$ cat src/rtl/io_pkg.sv
// rtl/io_pkg.sv - IO base nibble and register address map shared by the IO controller
package io_pkg;

    localparam logic [3:0]  IO_BASE        = 4'h8;

    localparam logic [31:0] ADDR_TX_STATUS = {IO_BASE, 28'h000_0000};
    localparam logic [31:0] ADDR_RX_STATUS = {IO_BASE, 28'h000_0004};
    localparam logic [31:0] ADDR_TX_DATA   = {IO_BASE, 28'h000_0008};
    localparam logic [31:0] ADDR_RX_DATA   = {IO_BASE, 28'h000_000C};
    localparam logic [31:0] ADDR_CYC_CNT   = {IO_BASE, 28'h000_0010};
    localparam logic [31:0] ADDR_INST_CNT  = {IO_BASE, 28'h000_0014};
    localparam logic [31:0] ADDR_CNT_CLR   = {IO_BASE, 28'h000_0018};

endpackage

$ cat src/rtl/io_rx_fifo.sv
// rtl/io_rx_fifo.sv - power-of-two byte FIFO buffering UART receive data
module io_rx_fifo
    import io_pkg::*;
#(
    parameter int DEPTH = 4
) (
    input  logic       clk,
    input  logic       rst_n,
    input  logic       push_i,
    input  logic [7:0] din_i,
    input  logic       pop_i,
    output logic       full_o,
    output logic       empty_o,
    output logic [7:0] head_o
);

    localparam int PTR_W = (DEPTH > 1) ? $clog2(DEPTH) : 1;
    localparam int CNT_W = PTR_W + 1;
    localparam logic [CNT_W-1:0] DEPTH_C = CNT_W'(DEPTH);

    logic [7:0]       mem_q [DEPTH];
    logic [PTR_W-1:0] wr_ptr_q, wr_ptr_d;
    logic [PTR_W-1:0] rd_ptr_q, rd_ptr_d;
    logic [CNT_W-1:0] cnt_q, cnt_d;
    logic             do_push, do_pop;

    assign full_o  = (cnt_q == DEPTH_C);
    assign empty_o = (cnt_q == '0);
    assign head_o  = mem_q[rd_ptr_q];

    // Pop is refused when empty, push when full; pointers wrap naturally at DEPTH.
    always_comb begin
        do_push  = push_i && !full_o;
        do_pop   = pop_i && !empty_o;
        wr_ptr_d = wr_ptr_q;
        rd_ptr_d = rd_ptr_q;
        cnt_d    = cnt_q;
        if (do_push) wr_ptr_d = wr_ptr_q + PTR_W'(1);
        if (do_pop)  rd_ptr_d = rd_ptr_q + PTR_W'(1);
        case ({do_push, do_pop})
            2'b10:   cnt_d = cnt_q + CNT_W'(1);
            2'b01:   cnt_d = cnt_q - CNT_W'(1);
            default: cnt_d = cnt_q;
        endcase
    end

    // Pointer and occupancy registers; reset discards any buffered bytes.
    always_ff @(posedge clk) begin
        if (!rst_n) begin
            wr_ptr_q <= '0;
            rd_ptr_q <= '0;
            cnt_q    <= '0;
        end else begin
            wr_ptr_q <= wr_ptr_d;
            rd_ptr_q <= rd_ptr_d;
            cnt_q    <= cnt_d;
        end
    end

    // Storage array; contents are meaningless outside the occupied window.
    always_ff @(posedge clk) begin
        if (do_push) mem_q[wr_ptr_q] <= din_i;
    end

endmodule

$ cat src/rtl/io_bus_ctrl.sv
// rtl/io_bus_ctrl.sv - memory-mapped UART and performance counter controller
module io_bus_ctrl
    import io_pkg::*;
#(
    parameter int RX_DEPTH = 4
) (
    input  logic        clk,
    input  logic        rst_n,
    input  logic [31:0] addr,
    input  logic [31:0] wdata,
    input  logic        we,
    input  logic        re,
    input  logic        instr_retire,
    output logic        io_sel,
    output logic [31:0] rdata,
    output logic [7:0]  uart_din,
    output logic        uart_din_valid,
    input  logic        uart_din_ready,
    input  logic [7:0]  uart_dout,
    input  logic        uart_dout_valid,
    output logic        uart_dout_ready
);

    logic [31:0] rdata_q, rdata_d;
    logic [7:0]  din_q, din_d;
    logic        din_vld_q, din_vld_d;
    logic [31:0] cyc_q, cyc_d;
    logic [31:0] inst_q, inst_d;
    logic        rx_full, rx_empty, rx_pop;
    logic [7:0]  rx_head;
    logic        tx_ready, cnt_clr, tx_wr;
    logic        unused_wdata_hi;

    assign io_sel          = (addr[31:28] == IO_BASE);
    assign rdata           = rdata_q;
    assign uart_din        = din_q;
    assign uart_din_valid  = din_vld_q;
    assign uart_dout_ready = !rx_full;
    assign tx_ready        = !din_vld_q;
    assign unused_wdata_hi = ^wdata[31:8];

    io_rx_fifo #(.DEPTH(RX_DEPTH)) u_rx_fifo (
        .clk     (clk),
        .rst_n   (rst_n),
        .push_i  (uart_dout_valid),
        .din_i   (uart_dout),
        .pop_i   (rx_pop),
        .full_o  (rx_full),
        .empty_o (rx_empty),
        .head_o  (rx_head)
    );

    // Decode accesses and compute next read data, TX holding register and counters.
    always_comb begin
        rx_pop  = re && (addr == ADDR_RX_DATA);
        tx_wr   = we && (addr == ADDR_TX_DATA);
        cnt_clr = we && (addr == ADDR_CNT_CLR);

        rdata_d = rdata_q;
        if (re) begin
            case (addr)
                ADDR_TX_STATUS: rdata_d = {31'b0, tx_ready};
                ADDR_RX_STATUS: rdata_d = {31'b0, !rx_empty};
                ADDR_RX_DATA:   rdata_d = {24'b0, rx_empty ? 8'h00 : rx_head};
                ADDR_CYC_CNT:   rdata_d = cyc_q;
                ADDR_INST_CNT:  rdata_d = inst_q;
                default:        rdata_d = 32'h0;
            endcase
        end

        din_d     = din_q;
        din_vld_d = din_vld_q;
        if (tx_wr && tx_ready) begin
            din_d     = wdata[7:0];
            din_vld_d = 1'b1;
        end else if (din_vld_q && uart_din_ready) begin
            din_vld_d = 1'b0;
        end

        cyc_d  = cnt_clr ? 32'h0 : cyc_q + 32'd1;
        inst_d = cnt_clr ? 32'h0 : inst_q + {31'b0, instr_retire};
    end

    // Register stage for read data, TX handshake and counters.
    always_ff @(posedge clk) begin
        if (!rst_n) begin
            rdata_q   <= '0;
            din_q     <= '0;
            din_vld_q <= 1'b0;
            cyc_q     <= '0;
            inst_q    <= '0;
        end else begin
            rdata_q   <= rdata_d;
            din_q     <= din_d;
            din_vld_q <= din_vld_d;
            cyc_q     <= cyc_d;
            inst_q    <= inst_d;
        end
    end

endmodule
$ cat config.mk
export PLATFORM = sky130hd
export DESIGN_NAME = io_bus_ctrl
export DESIGN_NICKNAME = d
export VERILOG_FILES = /design/src/rtl/io_pkg.sv /design/src/rtl/io_rx_fifo.sv /design/src/rtl/io_bus_ctrl.sv
export SDC_FILE = /design/constraint.sdc
export NUM_CORES = 1
export LEC_CHECK = 0
export BUFFER_PORTS_ARGS = -buffer_cell sky130_fd_sc_hd__buf_2
export CORE_ASPECT_RATIO = 0.6
export CORE_UTILIZATION = 40
export DETAILED_ROUTE_END_ITERATION = 10
export SLEW_MARGIN = 5
export SYNTH_ARGS = -nofsm -noshare
export SYNTH_HDL_FRONTEND = slang
export SYNTH_HIERARCHICAL = 1
export SYNTH_SLANG_ARGS = --single-unit
$ cat constraint.sdc
create_clock -name clk -period 8.9 [get_ports clk]
set_input_delay 0.89 -clock clk [delete_from_list [all_inputs] [get_ports clk]]
set_output_delay 0.89 -clock clk [all_outputs]
set_load 0.01 [all_outputs]
=== Word level (Yosys, flattened, before mapping) ===
Memory sizes are Yosys's and may differ from the RTL's. A register that Yosys moved wholly into a read port is not among the register bits.
Cells that the tools add are included.

* Add/subtract/negate cells: 6
* Equality and inequality tests: 11
* Mux-type cells: 9
* Bitwise logic cells: 1
* Reduce and logical (&&, ||, !) cells: 14

{| class="wikitable"
|+ Operators by type and width
! kind !! count
|-
| $eq A32 B32 Y1 const B || 7
|-
| $pmux W32 S5 || 1
|-
| $add A32 B1 Y32 || 1
|-
| $add A32 B1 Y32 const B || 1
|-
| $mux W8 || 1
|-
| $logic_and A1 B1 Y1 || 7
|-
| $pmux W3 S2 || 1
|-
| $add A2 B1 Y2 const B || 2
|-
| $eq A4 B4 Y1 const B || 1
|-
| $mux W1 || 4
|-
| $mux W2 || 2
|-
| $reduce_bool A2 Y1 || 2
|-
| $add A3 B1 Y3 const B || 1
|-
| $eq A3 B3 Y1 const B || 1
|-
| $logic_not A1 Y1 || 3
|-
| $logic_not A3 Y1 || 1
|-
| $sub A3 B1 Y3 const B || 1
|-
| $eq A2 B1 Y1 const B || 1
|-
| $eq A2 B2 Y1 const B || 1
|-
| $reduce_or A2 Y1 || 1
|-
| $not A1 Y1 || 1
|}

* Register bits after elaboration: 112
* Bits in writable memories: 32
* Bits of input ports: 79
* Output and inout port bits: 43
* Word-level logic and storage cells: 50
* Memories: 1

{| class="wikitable"
|+ Memory list
! memory !! depth !! bits a word !! rd ports !! clocked after Yosys merged registers in !! write ports !! line !! source
|-
| u_rx_fifo.mem_q || 4 || 8 || 1 || 1 || 1 || io_rx_fifo.sv:21 || <nowiki>logic [7:0] mem_q [DEPTH];</nowiki>
|}

=== Logic depth before layout (Yosys ltp) ===
Gate-level depths: netlist of the first run.

* Depth in word-level cells: 5
* Gate-level depth with buffers: 11
* Mapped depth without buffers: 11

=== Cells and area by module ===
Netlist of the first run, hierarchy kept.

{| class="wikitable"
|+ Modules (own cells, without submodules)
! module !! instances !! cells each !! area each (µm²) !! sequential area each (µm²)
|-
| io_bus_ctrl || 1 || 516 || 4,669.5 || 2,102.0
|-
| io_rx_fifo || 1 || 96 || 1,644.1 || 1,141.1
|}

=== Least setup slack after synthesis of the first run ===
OpenSTA, ideal clock, no wires.

* Path kind: input-to-reg
* From: input addr[29]
* To: register u_rx_fifo.cnt_q[2]
* Library setup time: 70 ps
* Data arrival time: 3,473 ps
* Required time: 8,830 ps
* Slack: 5,357 ps
* Stages on the path: 11
* Buffers on the path: 0
* Cells stage by stage: nor4b_1 nand4_1 nor2_1 and4_1 nor2b_1 ha_1 inv_1 fa_1 xor2_1 or3_1 a21boi_1

* Word-level cells in the longest chain between the ends: 5
* Elaborated cells on any way between the ends: 7
* Classes of those cells: eq/ne (3); mux (1); reduce/logical (3)

{| class="wikitable"
|+ Ends and longest elaborated chain
! element !! line !! source
|-
| from (decl) || io_bus_ctrl.sv:9 || <nowiki>input logic [31:0] addr,</nowiki>
|-
| $eq A32 B32 Y1 * || io_bus_ctrl.sv:55 || <nowiki>rx_pop = re && (addr == ADDR_RX_DATA);</nowiki>
|-
| $logic_and A1 B1 Y1 * || io_bus_ctrl.sv:55 ||
|-
| net rx_pop || io_bus_ctrl.sv:29 || <nowiki>logic rx_full, rx_empty, rx_pop;</nowiki>
|-
| $logic_and A1 B1 Y1 * || io_rx_fifo.sv:34 || <nowiki>do_pop = pop_i && !empty_o;</nowiki>
|-
| net u_rx_fifo.do_pop || io_rx_fifo.sv:25 || <nowiki>logic do_push, do_pop;</nowiki>
|-
| $eq A2 B1 Y1 or $eq A2 B2 Y1 (tied branches) || io_rx_fifo.sv:40 || <nowiki>case ({do_push, do_pop})</nowiki>
|-
| $pmux W3 S2 or $reduce_bool A2 Y1 (tied branches) || n/a ||
|-
| to (signal assigned) || io_rx_fifo.sv:56 || <nowiki>cnt_q <= cnt_d;</nowiki>
|-
| to (decl) || io_rx_fifo.sv:24 || <nowiki>logic [CNT_W-1:0] cnt_q, cnt_d;</nowiki>
|}

Mark *: on every way through the listed nets, which the timed path passes. The rest lies on a longest branch.
A chain may end at the register's enable or synchronous reset.

=== Worst setup path in the final report of the first run ===
Same ends and word-level chain as after synthesis.

==> impl_metrics.yaml, run 1 <==
status:
  outcome: "finished, final reports clean"
placed_design:
  io_buffers: 97
  dp_slack_ns: 5.13
  placed_cell_area_sq_um: 6960
  hpwlAfterDp_um: 10200
  place.gp.congestion: 0.810
timing:
  rsz0062_at_grt: "false"
  whs_ns: 0.449
  fin_setup_tns_ns: 0
  fin_skew_ns: 0.0137
  maxSlewViolCount: 0
  hold_viol_final: 0
  fin_ws_ns: 5.53
  period_needed_ns: 3.37
  period_share: 0.379
  slew_headroom: 0.213
  setup_viol: 0
  max_clock_freq_mhz: 297
  max_slew.worst_pin.slew_ns: 1.17
setup_path:
  path_class: "primary input to flop"
  r2r_setup_slack_ns: 6.47
  r2r_end: "inst_q[18]"
  endpoint_kind: "flop"
  cp.required_ns: 9.25
  r2r_start: "inst_q[0]"
  reg2regPathDepth: 7
  cp.arrival_ns: 3.72
  critPathLaunchType: "primary input"
  worstPathMaxFanout: 5
logic_synthesis:
  yosysTopAreaCell: "dfxtp_1"
  synth_top_area_frac: 0.361
  async_reset_ff_frac: 0
  synth.avg_cell_area_sq_um: 10.3
  seq_area_frac_synth: 0.514
  synth_ff_type: "dfxtp_1"
  synth_area_leaders: "dfxtp_1 (36%), edfxtp_1 (15%), xor2_1 (5.5%)"
  synthesis.nets: 700
  synth-edff-count: 32
  yosys_warnings: 6
  netlist_instances: 612
  synth_cell_types: 50
  synth_area_sq_um: 6310
  ys_seq_elements: 146
detailed_routing:
  drtIter0Drc: 298
  wl_per_cell_um: 15.3
  via_per_inst: 5.12
  drc: 0
  ant_nets: 0
  vias: 4720
  drt_pre_antenna_iters: 5
  totalWireLength_um: 14100
floorplanning:
  initial_utilization: 0.411
  die_y_um: 99.3
  num_rows: 35
  die_w_um: 164
  ios: 122
  core-area_sq_um: 15400
  die_area_sq_um: 16300
clock_tree:
  clk_pin_slew_worst_paths_ns: 0.06
  cts_buffer_depth: 2
  cts.htree.levels: 4
  cts_tree: "built"
  cts_root_buf: "clkbuf_16"
  cts.sinks: 146
  clk_latency_ns: 0.42
  postCtsHoldBufs: 0
  cts_setup_buffers: 0
  post_cts_resized: 0
  cts_made_buffers: 17
finish:
  final_area_sq_um: 7560
  area_growth_pct: 19.7
  fin_util: 0.492
  finalNetCount: 794
  multi_input_area_sq_um: 2900
  final_cell_mix: "dfxtp_1 (114), buf_2 (97), nor2_1 (83)"
  seq_area_sq_um: 3240
  nFillCells: 1391
  mostFrequentLayoutCell: "dfxtp_1"
  drive_gt1_frac: 0.227
  antenna_cells: 0
worst_hold_path:
  hold_depth: 2
  min_to: "rdata[8]"
  hold_class: "flop to flop"
  min_from: "rdata[8]"
grt:
  antenna_found_initial: 0
  grt_pass1_wl_um: 23300
  grt_pass1_vias: 4643
  track_usage: 0.186
  gr-total-overflow: 0
  grt_max_degree: 65
pwr:
  vdd_drop_max_mv: 0.123
  leakage_nw: 2.95
  p_per_area_nw_per_um2: 195
flow_run:
  cap_violations: 0
-- critical path, stage by stage --
cell      delay [ns]
buf_2           0.10
nor4b_1         0.37
nand4_1         0.24
nor2_1          0.32
and4_1          0.28
nor2b_1         0.24
ha_1            0.22
inv_1           0.06
fa_1            0.37
xor2_1          0.16
or3_1           0.32
a21boi_1        0.14
-- cell usage after synthesis, drive strengths merged (7+ instances only) --
library cell  instances
buf                  12
o21ai                32
edfxtp               32
nor3                  9
and4                 10
and3                 10
and2                 15
nand3                26
nor2                 86
a221o                 7
inv                  17
mux2i                34
ha                    8
mux4                  8
nand4                23
clkbuf               12
xor2                 40
nand2                54
mux2                  7
dfxtp               114
xnor2                21
nor4                 12
-- registers in the layout, summed over array words and instances, names as in the netlist, named ones only --
register / flops
uart_din: 8
u_rx_fifo/mem_q: 32
rdata: 32
u_rx_fifo/rd_ptr_q: 2
uart_din_valid: 1
cyc_q: 32
inst_q: 32
u_rx_fifo/cnt_q: 3
u_rx_fifo/wr_ptr_q: 2
-- stage by stage --
stage / cells / total power [mW]
global route: 922 / 1.53
floorplan: 612 / 0.742
global placement: 890 / 0.764
finish: 922 / 1.48
CTS: 922 / 1.49
detailed placement: 890 / 0.767
-- where the power goes --
| part | total, mW | switching [mW] | leakage [nW] | internal [mW] |
|---|---|---|---|---|
| Sequential | 0.694 | 0.00670 | 1.21 | 0.688 |
| Clock | 0.725 | 0.291 | 0.289 | 0.434 |
| Combinational | 0.0570 | 0.0328 | 1.45 | 0.0242 |
| Total | 1.48 | 0.330 | 2.95 | 1.15 |
-- worst max-delay path by stage --
stage | startpoint | to | slack, ns | depth (start not counted)
after floorplan | addr[29] | u_rx_fifo/cnt_q[2] | 5.36 | 11
after global placement | addr[29] | u_rx_fifo/cnt_q[2] | 5.25 | 12
after detailed placement | addr[29] | u_rx_fifo/cnt_q[2] | 5.13 | 12
after CTS | addr[29] | u_rx_fifo/cnt_q[2] | 5.57 | 12
after global routing | addr[29] | u_rx_fifo/cnt_q[2] | 5.28 | 12
final | addr[29] | u_rx_fifo/cnt_q[2] | 5.53 | 12
-- cells by family after synthesis --
kind of cell             synth area share
AND/OR/NAND/NOR                     0.213
flip-flops                          0.514
XOR/XNOR                           0.0846
multiplexers                       0.0949
AO/OA/AOI/OAI                      0.0458
buffers and inverters              0.0291
adder cells (fa/ha/maj)            0.0190
-- final cells by class --
cell class,count,share of cell area
clock inverters,12,0.0192
inverters,17,0.00844
multi-input cells,425,0.383
flip-flops and latches,146,0.429
well taps,203,0.0336
clock buffers,20,0.0604
repair buffers,99,0.0662
-- metal layers --
layer | global-route usage | routed length (um)
met1 | 0.265 | 7290
met2 | 0.276 | 5970
met5 | 0 | 0
met3 | 0.0500 | 759
met4 | 0.0491 | 59
Power figures use the tool's default switching activity.
==> run 2: changes to the inputs <==
clock period = 3.25 ns   (was 8.9 ns; I/O delays follow)
==> run 2 against run 1 <==
Clock-buffer cell count rose by 4. Sequential power rose to 2.7 times the previous value. Clock skew fell by 0.0058 ns. Clock power rose to 3.0 times the previous value. Final cell count rose by 0.87%. First-iteration DRC count rose by 3.7%. Critical path type unchanged. Largest cell class unchanged. Largest power group unchanged. Highest routed layer unchanged.
==> impl_metrics.yaml, run 2 (synthesized netlist as in run 1, its figures left out) <==
status:
  outcome: "finished, final reports clean"
detailed_routing:
  drtIter0Drc: 309
  ant_nets: 0
  totalWireLength_um: 14500
  drc: 0
  wl_per_cell_um: 15.6
  via_per_inst: 5.10
  drt_pre_antenna_iters: 5
  vias: 4741
finish:
  final_cell_mix: "dfxtp_1 (114), buf_2 (97), nor2_1 (83)"
  drive_gt1_frac: 0.234
  finalNetCount: 802
  area_growth_pct: 21.8
  mostFrequentLayoutCell: "dfxtp_1"
  final_area_sq_um: 7690
  final_cells: 930
  antenna_cells: 0
  nFillCells: 1374
floorplanning:
  ios: 122
  die_area_sq_um: 16300
  die_y_um: 99.3
  num_rows: 35
  initial_utilization: 0.411
  die_w_um: 164
  core-area_sq_um: 15400
setup_path:
  max_stage_delay_ns: 0.38
  critPathLaunchType: "primary input"
  slowest_stage: "fa_1"
  worstPathMaxFanout: 3
  r2r_setup_slack_ns: 1.05
  path_class: "primary input to flop"
  cp_cell_sequence: "buf_2 > nor4b_1 > nand4_1 > nor2_1 > and4_1 > nor2b_1 > ha_1 > inv_1 > fa_1 > xor2_1 > or3_1 > a21boi_1"
  cp.arrival_ns: 2.98
  endpoint_kind: "flop"
  cp.required_ns: 3.60
pwr:
  leakage_nw: 3.03
  p_comb_frac: 0.039
  vdd_drop_max_mv: 0.320
  p_seq_frac: 0.453
  p_switching_uw: 881
  clkPwrFrac: 0.509
  p_int_mw: 3.32
  p_per_area_nw_per_um2: 546
  switching_share: 0.210
clock_tree:
  cts_buffer_depth: 2
  cts_setup_buffers: 0
  cts.sinks: 146
  postCtsHoldBufs: 0
  cts.htree.levels: 4
  clk_latency_ns: 0.41
  cts_root_buf: "clkbuf_16"
  cts_made_buffers: 17
  post_cts_resized: 0
  clk_pin_slew_worst_paths_ns: 0.06
  cts_tree: "built"
grt:
  gr-total-overflow: 0
  grt_max_degree: 30
  grt_pass1_vias: 4774
  grt_pass1_wl_um: 24300
  track_usage: 0.193
  antenna_found_initial: 0
timing:
  period_needed_ns: 2.63
  setup_viol: 0
  period_share: 0.809
  fin_skew_ns: 0.00792
  rsz0062_at_grt: "false"
  slew_headroom: 0.370
  max_clock_freq_mhz: 380
  max_slew.worst_pin.slew_ns: 0.944
  maxSlewViolCount: 0
  hold_viol_final: 0
  fin_ws_ns: 0.621
  fin_setup_tns_ns: 0
  whs_ns: 0.132
placed_design:
  dp_slack_ns: 0.217
  io_buffers: 97
  placed_cell_area_sq_um: 7030
  placed_cells: 898
  hpwlAfterDp_um: 10600
  place.gp.congestion: 0.815
worst_hold_path:
  hold_class: "primary input to flop"
flow_run:
  cap_violations: 0
## run 2: layout make-up
type | instances | area, sq um | area share
Clock buffer | 24 | 558 | 0.0725
Clock inverter | 8 | 105 | 0.0137
Inverter | 17 | 63.8 | 0.00830
Multi-Input combinational cell | 425 | 2900 | 0.376
Sequential cell | 146 | 3240 | 0.422
Tap cell | 203 | 254 | 0.0330
Timing Repair Buffer | 107 | 573 | 0.0745
## run 2: metal layers
layer	global-route usage	part of all wire	up-vias
li1	-	-	2353
met1	0.275	0.51	2242
met2	0.285	0.42	131
met3	0.0513	0.061	15
met4	0.0577	0.0092	0
met5	0	0	-
## run 2: per-stage QoR
stage                     utilization  total power, mW
after detailed placement        0.457             2.11
after floorplan                     -             2.03
after global placement          0.457             2.10
after CTS                       0.500             4.23
final                           0.500             4.20
after global routing            0.500             4.34
## run 2: final timing paths
path                            depth (start not counted)                     to          from
worst max-delay path                                   12     u_rx_fifo/cnt_q[2]      addr[29]
worst min-delay path                                    1  u_rx_fifo/mem_q[0][0]  uart_dout[0]
worst max register to register                          5             inst_q[29]     inst_q[8]
worst min register to register                          2              rdata[12]     rdata[12]
## run 2: critical path: cells and delay by family
family / cells / cell delay [ns]
adder cells (fa/ha/maj): 2 / 0.60
XOR/XNOR: 1 / 0.16
AO/OA/AOI/OAI: 1 / 0.14
buffers and inverters: 2 / 0.16
AND/OR/NAND/NOR: 6 / 1.59
## run 2: power by group through the flow
stage	clock (mW)	combinational, mW	sequential (mW)
5_1_grt	2.25	0.183	1.90
3_5_place_dp	0	0.164	1.94
6_report	2.14	0.163	1.90
4_1_cts	2.17	0.165	1.90
3_3_place_gp	0	0.158	1.94
2_1_floorplan	0	0.0973	1.94
